<file path="config.mk">
export PLATFORM = sky130hd
export DESIGN_NAME = l2_sram_bridge
export DESIGN_NICKNAME = d
export VERILOG_FILES = /design/src/rtl/l2_sram_bridge.sv
export SDC_FILE = /design/constraint.sdc
export NUM_CORES = 1
export LEC_CHECK = 0
export CORE_MARGIN = 4
export CORE_UTILIZATION = 37
export DETAILED_ROUTE_END_ITERATION = 7
export GPL_ROUTABILITY_DRIVEN = 0
export PLACE_DENSITY = 0.87
export SYNTH_ARGS = -nofsm -noshare
export SYNTH_HDL_FRONTEND = slang
export SYNTH_SLANG_ARGS = --single-unit
</file>
<file path="constraint.sdc">
create_clock -name clk -period 7.6 [get_ports clk]
set_clock_uncertainty 0.05 [all_clocks]
set_input_delay 2.28 -clock clk [delete_from_list [all_inputs] [get_ports clk]]
set_output_delay 2.28 -clock clk [all_outputs]
set_load 0.01 [all_outputs]
</file>
<file path="src/rtl/l2_sram_bridge.sv">
// l2_sram_bridge: slave end of the L2 memory interface. Request, write-data and
// read-return streams are serviced one request at a time into a single-port
// synchronous SRAM, with one SRAM access per cycle.
// Optional macro L2_SRAM_READ_PIPE_EN adds an output register on read data
// (read latency 2 instead of 1).
module l2_sram_bridge #(
  parameter int unsigned SRAM_ADDR_W = 14,
  parameter int unsigned L2_ID_W     = 4
) (
  input  logic                   clk,
  input  logic                   rst,
  input  logic                   request_valid,
  output logic                   request_pop,
  input  logic [29:0]            addr,
  input  logic                   rnw,
  input  logic                   is_amo,
  input  logic [4:0]             amo_type_or_burst_size,
  input  logic [L2_ID_W-1:0]     id,
  input  logic                   abort_request,
  input  logic [31:0]            wr_data,
  input  logic [3:0]             wr_data_be,
  input  logic                   wr_data_valid,
  output logic                   wr_data_read,
  output logic [31:0]            rd_data,
  output logic [L2_ID_W-1:0]     rd_id,
  output logic                   rd_data_valid,
  output logic                   sram_en,
  output logic [3:0]             sram_we,
  output logic [SRAM_ADDR_W-1:0] sram_addr,
  output logic [31:0]            sram_wdata,
  input  logic [31:0]            sram_rdata
);

  localparam logic [4:0] AMO_SC_FN5 = 5'b00011;

  typedef enum logic [1:0] {
    ST_IDLE  = 2'd0,
    ST_READ  = 2'd1,
    ST_WRITE = 2'd2
  } state_e;

  state_e                 state_q, state_d;
  logic [4:0]             beat_cnt_q, beat_cnt_d;
  logic [4:0]             last_q, last_d;
  logic [SRAM_ADDR_W-1:0] base_q, base_d;
  logic [L2_ID_W-1:0]     id_q, id_d;
  logic                   sc_abort_q, sc_abort_d;
  logic                   rd_valid_q;
  logic [L2_ID_W-1:0]     rd_id_q;

  logic                   pop_c, wr_read_c, en_c, rd_issue_c;
  logic [3:0]             we_c;
  logic [SRAM_ADDR_W-1:0] addr_c;
  logic [31:0]            wdata_c;
  logic [L2_ID_W-1:0]     issue_id_c;
  logic [4:0]             head_m1_c;
  logic                   head_is_sc_c;
  logic                   unused_addr;

  // Only the low SRAM_ADDR_W word-address bits select an SRAM word.
  assign unused_addr = ^addr[29:SRAM_ADDR_W];

  assign head_m1_c    = is_amo ? 5'd0 : amo_type_or_burst_size;
  assign head_is_sc_c = is_amo && !rnw && (amo_type_or_burst_size == AMO_SC_FN5);

  // Next-state and access decode.
  always_comb begin
    state_d    = state_q;
    beat_cnt_d = beat_cnt_q;
    last_d     = last_q;
    base_d     = base_q;
    id_d       = id_q;
    sc_abort_d = sc_abort_q | abort_request;
    pop_c      = 1'b0;
    wr_read_c  = 1'b0;
    en_c       = 1'b0;
    rd_issue_c = 1'b0;
    we_c       = 4'b0000;
    addr_c     = '0;
    wdata_c    = '0;
    issue_id_c = id_q;

    unique case (state_q)
      ST_IDLE: begin
        if (request_valid) begin
          if (rnw) begin
            pop_c      = 1'b1;
            en_c       = 1'b1;
            rd_issue_c = 1'b1;
            addr_c     = addr[SRAM_ADDR_W-1:0];
            issue_id_c = id;
            base_d     = addr[SRAM_ADDR_W-1:0];
            last_d     = head_m1_c;
            id_d       = id;
            if (head_m1_c != 5'd0) begin
              state_d    = ST_READ;
              beat_cnt_d = 5'd1;
            end
          end else if (head_is_sc_c && (sc_abort_q || abort_request)) begin
            // Failed SC: retire the request without touching the SRAM.
            pop_c      = 1'b1;
            sc_abort_d = 1'b0;
          end else if (wr_data_valid) begin
            pop_c     = 1'b1;
            wr_read_c = 1'b1;
            en_c      = 1'b1;
            we_c      = wr_data_be;
            addr_c    = addr[SRAM_ADDR_W-1:0];
            wdata_c   = wr_data;
            base_d    = addr[SRAM_ADDR_W-1:0];
            last_d    = head_m1_c;
            id_d      = id;
            if (head_m1_c != 5'd0) begin
              state_d    = ST_WRITE;
              beat_cnt_d = 5'd1;
            end
          end
        end
      end

      ST_READ: begin
        en_c       = 1'b1;
        rd_issue_c = 1'b1;
        addr_c     = base_q + SRAM_ADDR_W'(beat_cnt_q);
        if (beat_cnt_q == last_q) begin
          state_d    = ST_IDLE;
          beat_cnt_d = 5'd0;
        end else begin
          beat_cnt_d = beat_cnt_q + 5'd1;
        end
      end

      ST_WRITE: begin
        if (wr_data_valid) begin
          wr_read_c = 1'b1;
          en_c      = 1'b1;
          we_c      = wr_data_be;
          addr_c    = base_q + SRAM_ADDR_W'(beat_cnt_q);
          wdata_c   = wr_data;
          if (beat_cnt_q == last_q) begin
            state_d    = ST_IDLE;
            beat_cnt_d = 5'd0;
          end else begin
            beat_cnt_d = beat_cnt_q + 5'd1;
          end
        end
      end

      default: begin
        state_d    = ST_IDLE;
        beat_cnt_d = 5'd0;
      end
    endcase
  end

  // Request strobes and SRAM port are held quiet while reset is asserted.
  assign request_pop  = pop_c & ~rst;
  assign wr_data_read = wr_read_c & ~rst;
  assign sram_en      = en_c & ~rst;
  assign sram_we      = rst ? 4'b0000 : we_c;
  assign sram_addr    = addr_c;
  assign sram_wdata   = wdata_c;

  // State register and latched request attributes.
  always_ff @(posedge clk) begin
    if (rst) begin
      state_q    <= ST_IDLE;
      beat_cnt_q <= 5'd0;
      last_q     <= 5'd0;
      base_q     <= '0;
      id_q       <= '0;
      sc_abort_q <= 1'b0;
    end else begin
      state_q    <= state_d;
      beat_cnt_q <= beat_cnt_d;
      last_q     <= last_d;
      base_q     <= base_d;
      id_q       <= id_d;
      sc_abort_q <= sc_abort_d;
    end
  end

  // Read-return tracking: marks the cycle the SRAM presents data.
  always_ff @(posedge clk) begin
    if (rst) begin
      rd_valid_q <= 1'b0;
      rd_id_q    <= '0;
    end else begin
      rd_valid_q <= rd_issue_c;
      if (rd_issue_c) begin
        rd_id_q <= issue_id_c;
      end
    end
  end

`ifdef L2_SRAM_READ_PIPE_EN
  logic                   rd_valid2_q;
  logic [L2_ID_W-1:0]     rd_id2_q;
  logic [31:0]            rd_data2_q;

  // Extra output stage: SRAM data and its id registered once more.
  always_ff @(posedge clk) begin
    if (rst) begin
      rd_valid2_q <= 1'b0;
      rd_id2_q    <= '0;
      rd_data2_q  <= '0;
    end else begin
      rd_valid2_q <= rd_valid_q;
      if (rd_valid_q) begin
        rd_id2_q   <= rd_id_q;
        rd_data2_q <= sram_rdata;
      end
    end
  end

  assign rd_data_valid = rd_valid2_q;
  assign rd_id         = rd_id2_q;
  assign rd_data       = rd_data2_q;
`else
  assign rd_data_valid = rd_valid_q;
  assign rd_id         = rd_id_q;
  assign rd_data       = rd_valid_q ? sram_rdata : 32'h0;
`endif

endmodule

</file>
* Word level (Yosys, flattened, before mapping)
Index checks and enable logic that the tools add are counted.
Cells by class: bitwise logic cells 5, mux-type cells 67, eq/ne operators 10, add/sub/neg operators 2, reduce and logical (&&, ||, !) cells 11, shift-type cells 0, multiply operators 0, $lt $le $gt $ge 0, div/mod/pow operators 0
Operators with widths (number):
- $mux 32 | 5
- $mux 14 | 8
- $pmux 32 s2 | 1
- $mux 5 | 11
- $mux 4 | 11
- $pmux 14 s3 | 1
- $mux 1 | 16
- $mux 2 | 8
- $pmux 5 s3 | 1
- $add 14x5->14 | 1
- $ne 2x2->1 const B | 4
- $pmux 4 s2 | 1
- $reduce_and 4->1 | 2
- $ne 3x3->1 const B | 2
- $pmux 2 s3 | 1
- $add 5x1->5 const B | 1
- $eq 5x2->1 const B | 1
- $eq 5x5->1 | 1
- $reduce_and 5->1 | 1
- $reduce_bool 5->1 | 1
- $pmux 1 s2 | 2
- $and 1x1->1 | 3
- $logic_and 1x1->1 | 3
- $pmux 1 s3 | 1
- 8 further kinds | 8
Word-level totals: bits in latches 0, input bits 114, memory bits (read-only) 0, output and inout port bits 90, bits in registers 36, bits in writable memories 0, word-level logic and storage cells 103, memories 0

* Logic depth before layout (Yosys ltp)
Gate-level depths: netlist of run 1.
depth in word-level cells 9, gate-level depth with buffers 9, gate-level depth less buffers 8

* Least setup slack after synthesis of run 1
OpenSTA, ideal clock, no wires.
kind in2out, start input port amo_type_or_burst_size[3], end output port sram_addr[8], data arrival time 3.599 ns, path slack 1.671 ns, cell stages on the path 6, required time 5.270 ns, buffers on the path 1, cell sequence or3_4 > or3_4 > and2_1 > buf_2 > nand2_1 > a31oi_1
Between the ends: longest elaborated chain between the ends 7
Ends and longest elaborated chain:
- from (decl) | line 17 | input logic [4:0] amo_type_or_burst_size,
- $eq 5x2->1 | line 64 | assign head_is_sc_c = is_amo && !rnw && (amo_type_or_burst_size == AMO_SC_FN5);
- $logic_and 1x1->1 | line 64
- $logic_and 1x1->1 | line 99 | end else if (head_is_sc_c && (sc_abort_q || abort_request)) begin
- $mux 14 | line 99
- $mux 14 | line 86 | if (rnw) begin
- $mux 14 | line 85 | if (request_valid) begin
- $pmux 14 s3 | line 83 | unique case (state_q)
- to (decl) | line 29 | output logic [SRAM_ADDR_W-1:0] sram_addr,
Every way passes these cells.

* Worst setup path after layout of run 1
start input port rnw, end output port sram_wdata[8]
Between the ends: longest elaborated chain between the ends 8
Ends and longest elaborated chain:
- from (decl) | line 15 | input logic rnw,
- $logic_not 1->1 | line 64
- $logic_and 1x1->1 (2 in a row) | line 64
- $logic_and 1x1->1 | line 99
- $mux 32 | line 99
- $mux 32 (*) | line 86
- $mux 32 (*) | line 85
- $pmux 32 s2 (*) | line 83
- to (decl) | line 30 | output logic [31:0] sram_wdata,
Mark *: on every way between the ends. The rest lies on a longest branch, timed or not.

==> impl_metrics.json, run 1 <==
{
  "status": "complete, no violations",
  "p_per_area_mw_per_mm2": 147,
  "htreeDepth": 2,
  "cpMaxStageDelayCell": "nor2b_2",
  "max_freq_ghz": 0.139,
  "synth_most_common_cell": "and2_1",
  "overflow": 0,
  "drc": 0,
  "cts.sink_count": 36,
  "finalMaxSlewViolations": 0,
  "setup_viol": 0,
  "fp.dieArea_mm2": 0.00868,
  "postLayoutCoreUtil_pct": 68.2,
  "die_h_um": 93.2,
  "clockRootBuffer": "clkbuf_8",
  "viasPerCell": 5.00,
  "rsz0062_at_grt": "false",
  "required_ns": 5.27,
  "yosys_warnings": 0,
  "core_area_mm2": 0.00691,
  "place.port_buffers": 187,
  "numCtsBuffers": 5,
  "netlist_area_mm2": 0.00268,
  "grt_max_degree": 47,
  "path_class": "in2out",
  "wl_per_cell_um": 15.0,
  "cpPeakStageDelay_ns": 0.68,
  "drt_pre_antenna_iters": 5,
  "core.rowCount": 30,
  "rrSetupSlack_ns": 5.51,
  "hold_viol": 0,
  "clock_path_buffers": 2,
  "cts_tree": "done",
  "final_area_mm2": 0.00471,
  "synth_top_cell_area_share_pct": 26.9,
  "nets": 661,
  "min_period_over_period_pct": 94.7,
  "path_cells": "clkdlybuf4s50_1 -> nand4b_1 -> or3_4 -> a21oi_4 -> nor2b_2 -> and2_1 -> clkdlybuf4s50_1",
  "postCtsHoldBufs": 0,
  "num_vias": 3163,
  "synthCells": 358,
  "ir_drop_mv": 0.158,
  "cp-start-kind": "input pin",
  "ys_top_cells_by_count": "and2_1 (70), nand2_1 (51), a21oi_1 (38)",
  "synth-edff-count": 0,
  "chipWidth_um": 93.2,
  "totalPowerFinal_uw": 694,
  "postPlaceCellArea_mm2": 0.00460,
  "min_path_type": "reg2reg",
  "timing.setup.tns_ns": 0,
  "start_util_pct": 38.9,
  "critPathMostFrequentCell": "clkdlybuf4s50_1",
  "worstMarginPinSlew_ns": 0.856,
  "final.min_clock_period_ns": 7.20,
  "synth_flop_cell": "dfxtp_1",
  "diodes": 0,
  "area_delta_synth_final_pct": 75.5,
  "top_level_ports": 204,
  "dp_hpwl_mm": 7.67,
  "ys_ff_latch": 36,
  "cp_max_fo": 32,
  "grt_pass1_wl_mm": 15.2,
  "postRouteWirelength_mm": 9.49,
  "drtAntennaViolNets": 0,
  "drive_above_1_share_pct": 3.35,
  "crit_path_end_kind": "primary output",
  "synth_top_cell_by_area": "dfxtp_1",
  "clk_latency_ns": 0.29,
  "grt_pass1_vias": 3041,
  "maxCapViolCount": 0,
  "leakagePower_nw": 1.74,
  "seq_area_frac_synth_pct": 26.9,
  "yosysUniqueCellTypes": 47,
  "cts_setup_buffers": 0,
  "antenna_found_initial": 0,
  "synthArstFlopShare_pct": 0,
  "postCtsResizedCells": 0,
  "slew_headroom_pct": 42.6,
  "drt_iter0_drc": 245,
  "cp.arrival_ns": 4.87,
  "syn_avg_cell_area_um2": 7.50,
  "clk_pin_slew_ns": 0.08,
  "synth.area.top_cells": "dfxtp_1 (27%), and2_1 (16%), nand2_1 (7.1%)",
  "grt_usage_pct": 21.5,
  "synth_nets": 483
}
## through the flow
step / std cells / worst slack [ns] / hold WS [ns]
2_1_floorplan: 358 / 1.67 / 0.386
3_3_place_gp: 625 / 0.493 / 0.394
3_5_place_dp: 625 / 0.425 / 0.400
4_1_cts: 633 / 0.421 / 0.410
5_1_grt: 633 / 0.209 / 0.432
6_report: 633 / 0.404 / 0.408
## registers in the layout (all words and copies together), names as in the netlist
signal         count
id_q               4
rd_data_valid      1
last_q             5
sc_abort_q         1
state_q            2
beat_cnt_q         5
base_q            14
rd_id              4
## path summary, 6_finish.rpt
check,from,to,cells after the start
setup / recovery,rnw,sram_wdata[8],7
hold reg to reg,id_q[3]$_SDFFE_PP0P_,id_q[3]$_SDFFE_PP0P_,2
setup reg to reg,state_q[0]$_SDFFE_PP0P_,base_q[5]$_SDFFE_PP0P_,7
hold / removal,id_q[3]$_SDFFE_PP0P_,id_q[3]$_SDFFE_PP0P_,2
## cell usage in the layout, fill, tap and decap left out, types with 5 or more instances in the layout
master           count
nand2b_1             7
xor2_1               7
o21ai_0              8
nor2_1              17
inv_1                9
or4_1                5
ha_1                10
a211oi_1             9
clkbuf_8             5
dfxtp_1             36
nand3_1             14
clkdlybuf4s50_1    187
and2_1              70
nand2_1             51
a21oi_1             38
## kinds of logic after synthesis
group                    after synthesis  share of synthesized area, %
multiplexers                           4                          1.49
AND/OR/NAND/NOR                      186                          37.8
XOR/XNOR                              11                          3.59
buffers and inverters                 29                          5.13
AO/OA/AOI/OAI                         81                          19.8
flip-flops                            36                          26.9
adder cells (fa/ha/maj)               11                          5.41
## per-layer routing
metal	routed length [µm]	GRT usage [%]
met1	3900	26.7
met2	4570	37.0
met3	863	5.47
met4	154	5.62
met5	0	0
## worst max-delay path, delay by kind of cell
family / cells / cell delay, ns
AND/OR/NAND/NOR: 4 / 1.37
buffers and inverters: 2 / 1.16
AO/OA/AOI/OAI: 1 / 0.05
## final cells by class
cell class,count,area (µm²)
Clock buffer,5,68.8
Clock inverter,3,42.5
Fill cell,595,2200
Inverter,10,37.5
Multi-Input combinational cell,293,1830
Sequential cell,36,721
Tap cell,96,120
Timing Repair Buffer,190,1890
## power by group
part           total, mW  internal (mW)  switching [mW]
clock network      0.169         0.0971          0.0720
registers          0.225          0.206          0.0185
logic              0.300          0.166           0.135
total              0.694          0.469           0.225
No activity file was read; power rests on OpenSTA's default activity.
==> inputs of run 2 (changes only) <==
--- a/config.mk
+++ b/config.mk
@@ -5,11 +5,15 @@
 export SDC_FILE = /design/constraint.sdc
 export NUM_CORES = 1
 export LEC_CHECK = 0
+export CELL_PAD_IN_SITES_DETAIL_PLACEMENT = 1
+export CELL_PAD_IN_SITES_GLOBAL_PLACEMENT = 1
 export CORE_MARGIN = 4
-export CORE_UTILIZATION = 37
+export CORE_UTILIZATION = 24
+export CTS_CLUSTER_SIZE = 16
 export DETAILED_ROUTE_END_ITERATION = 7
 export GPL_ROUTABILITY_DRIVEN = 0
-export PLACE_DENSITY = 0.87
+export GPL_TIMING_DRIVEN = 0
+export PLACE_DENSITY_LB_ADDON = 0.1
 export SYNTH_ARGS = -nofsm -noshare
 export SYNTH_HDL_FRONTEND = slang
 export SYNTH_SLANG_ARGS = --single-unit
==> run 2 against run 1 <==
Global-route usage is 2.7 points lower. Via count is 4.6% higher. Routed wire length is 32% higher. Combinational power is 7.3% higher. Cell count is 9.5% higher. Maximum frequency is 3.1% higher. Sequential share of layout area is 0.47 points lower. Die area is 49% higher. First-iteration DRC count is 63% lower. Utilization is 24 points lower. Clock power is 12% higher. Critical endpoint is now sram_addr[9]. Largest power group unchanged. Highest routed layer unchanged.
==> impl_metrics.json, run 2 (synthesis results as in run 1) <==
{
  "status": "complete, no violations",
  "largest-register": "base_q",
  "drt_pre_antenna_iters": 4,
  "diodes": 0,
  "drive_above_1_share_pct": 4.16,
  "setup_slack_ns": 0.622,
  "grt_usage_pct": 18.9,
  "n_fill_cell": 1333,
  "drtAntennaViolNets": 0,
  "fp.dieArea_mm2": 0.0129,
  "start_util_pct": 24.6,
  "postCtsHoldBufs": 0,
  "cp-start-kind": "input pin",
  "worstMarginPinSlew_ns": 0.618,
  "crit_path_end_kind": "primary output",
  "rsz0062_at_grt": "false",
  "leakagePower_nw": 1.78,
  "postRouteWirelength_mm": 12.5,
  "min_path_type": "reg2reg",
  "hold_viol": 0,
  "largest_reg_flops": 14,
  "drc": 0,
  "layout_common_cells": "clkdlybuf4s50_1 (187), and2_1 (70), nand2_1 (51)",
  "chipWidth_um": 114,
  "area_delta_synth_final_pct": 81.0,
  "reg_top3": "base_q: 14 flops, beat_cnt_q: 5 flops, last_q: 5 flops",
  "register_area_um2": 721,
  "core.rowCount": 38,
  "slew_headroom_pct": 58.8,
  "antenna_found_initial": 0,
  "multi_input_area_mm2": 0.00183,
  "place.port_buffers": 187,
  "maxCapViolCount": 0,
  "core_area_mm2": 0.0109,
  "grt_pass1_wl_mm": 19.1,
  "overflow": 0,
  "wl_per_cell_um": 18.0,
  "setup_viol": 0,
  "p_per_area_mw_per_mm2": 152,
  "ir_drop_mv": 0.0842,
  "required_ns": 5.27,
  "max_freq_ghz": 0.143,
  "drt_iter0_drc": 91,
  "path_class": "in2out",
  "postCtsResizedCells": 0,
  "clock_path_buffers": 2,
  "top_level_ports": 204,
  "cts.sink_count": 36,
  "clk_pin_slew_ns": 0.08,
  "grt_pass1_vias": 3421,
  "final.min_clock_period_ns": 6.98,
  "grt_max_degree": 12,
  "final_common_cell": "clkdlybuf4s50_1",
  "cts_tree": "done",
  "htreeDepth": 2,
  "clk_latency_ns": 0.30,
  "clockRootBuffer": "clkbuf_8",
  "cp.arrival_ns": 4.65,
  "finalMaxSlewViolations": 0,
  "die_h_um": 114,
  "cp_max_fo": 10,
  "numCtsBuffers": 5,
  "nets": 677,
  "post-place-ws_ns": 0.606,
  "postLayoutCoreUtil_pct": 44.6,
  "viasPerCell": 4.77,
  "num_vias": 3309,
  "timing.setup.tns_ns": 0,
  "min_period_over_period_pct": 91.8,
  "cts_setup_buffers": 0,
  "dp_hpwl_mm": 10.6
}
-- run 2: cell types whose count changed in the layout (fill, tap and decap cells not counted), sizes merged --
| cell | before | now |
|---|---|---|
| clkinv | 1 | 0 |
| clkbuf | 5 | 18 |
| buf | 3 | 8 |
| clkinvlp | 1 | 0 |
-- run 2: worst paths after layout --
path                           start                         end  slack [ns]  cells after the start
max                              rnw                sram_addr[9]        0.62                      8
min          base_q[13]$_SDFFE_PP0P_     base_q[13]$_SDFFE_PP0P_        0.41                      2
max reg2reg  state_q[0]$_SDFFE_PP0P_  beat_cnt_q[4]$_SDFFE_PP0P_        5.47                      9
min reg2reg  base_q[13]$_SDFFE_PP0P_     base_q[13]$_SDFFE_PP0P_        0.41                      2
-- run 2: final cells by class --
type / instances / area share (%)
Sequential cell: 36 / 14.8
Multi-Input combinational cell: 293 / 37.6
Clock buffer: 7 / 1.98
Inverter: 10 / 0.773
Timing Repair Buffer: 187 / 38.5
Clock inverter: 1 / 0.618
Buffer: 19 / 2.06
Tap cell: 140 / 3.61
-- run 2: worst max-delay path, cell delays in order --
cell and delay [ns]:
clkdlybuf4s50_1 0.52, nand4b_1 0.34, or3_4 0.42, and2_1 0.18
buf_2 0.20, nand2_1 0.11, o22ai_1 0.09, clkdlybuf4s50_1 0.51
-- run 2: routing by layer --
layer | routed length (µm) | global-route usage, %
met2 | 6280 | 34.6
met4 | 167 | 3.93
met5 | 0 | 0
met1 | 5200 | 22.3
met3 | 841 | 4.35
-- run 2: per-stage QoR --
stage	instances	power, mW	hold slack, ns	area, µm²
after floorplan	358	0.372	0.386	2680
after global placement	685	0.546	0.395	4730
after detailed placement	685	0.554	0.403	4730
after CTS	693	0.746	0.414	4860
after global routing	693	0.782	0.430	4860
final	693	0.736	0.410	4860
-- run 2: where the power goes --
group          total [mW]  switching, mW  leakage, nW  internal [mW]
Sequential          0.224         0.0178        0.295          0.206
Combinational       0.322          0.151         1.42          0.171
Clock               0.190         0.0744       0.0645          0.116
Total               0.736          0.243         1.78          0.494
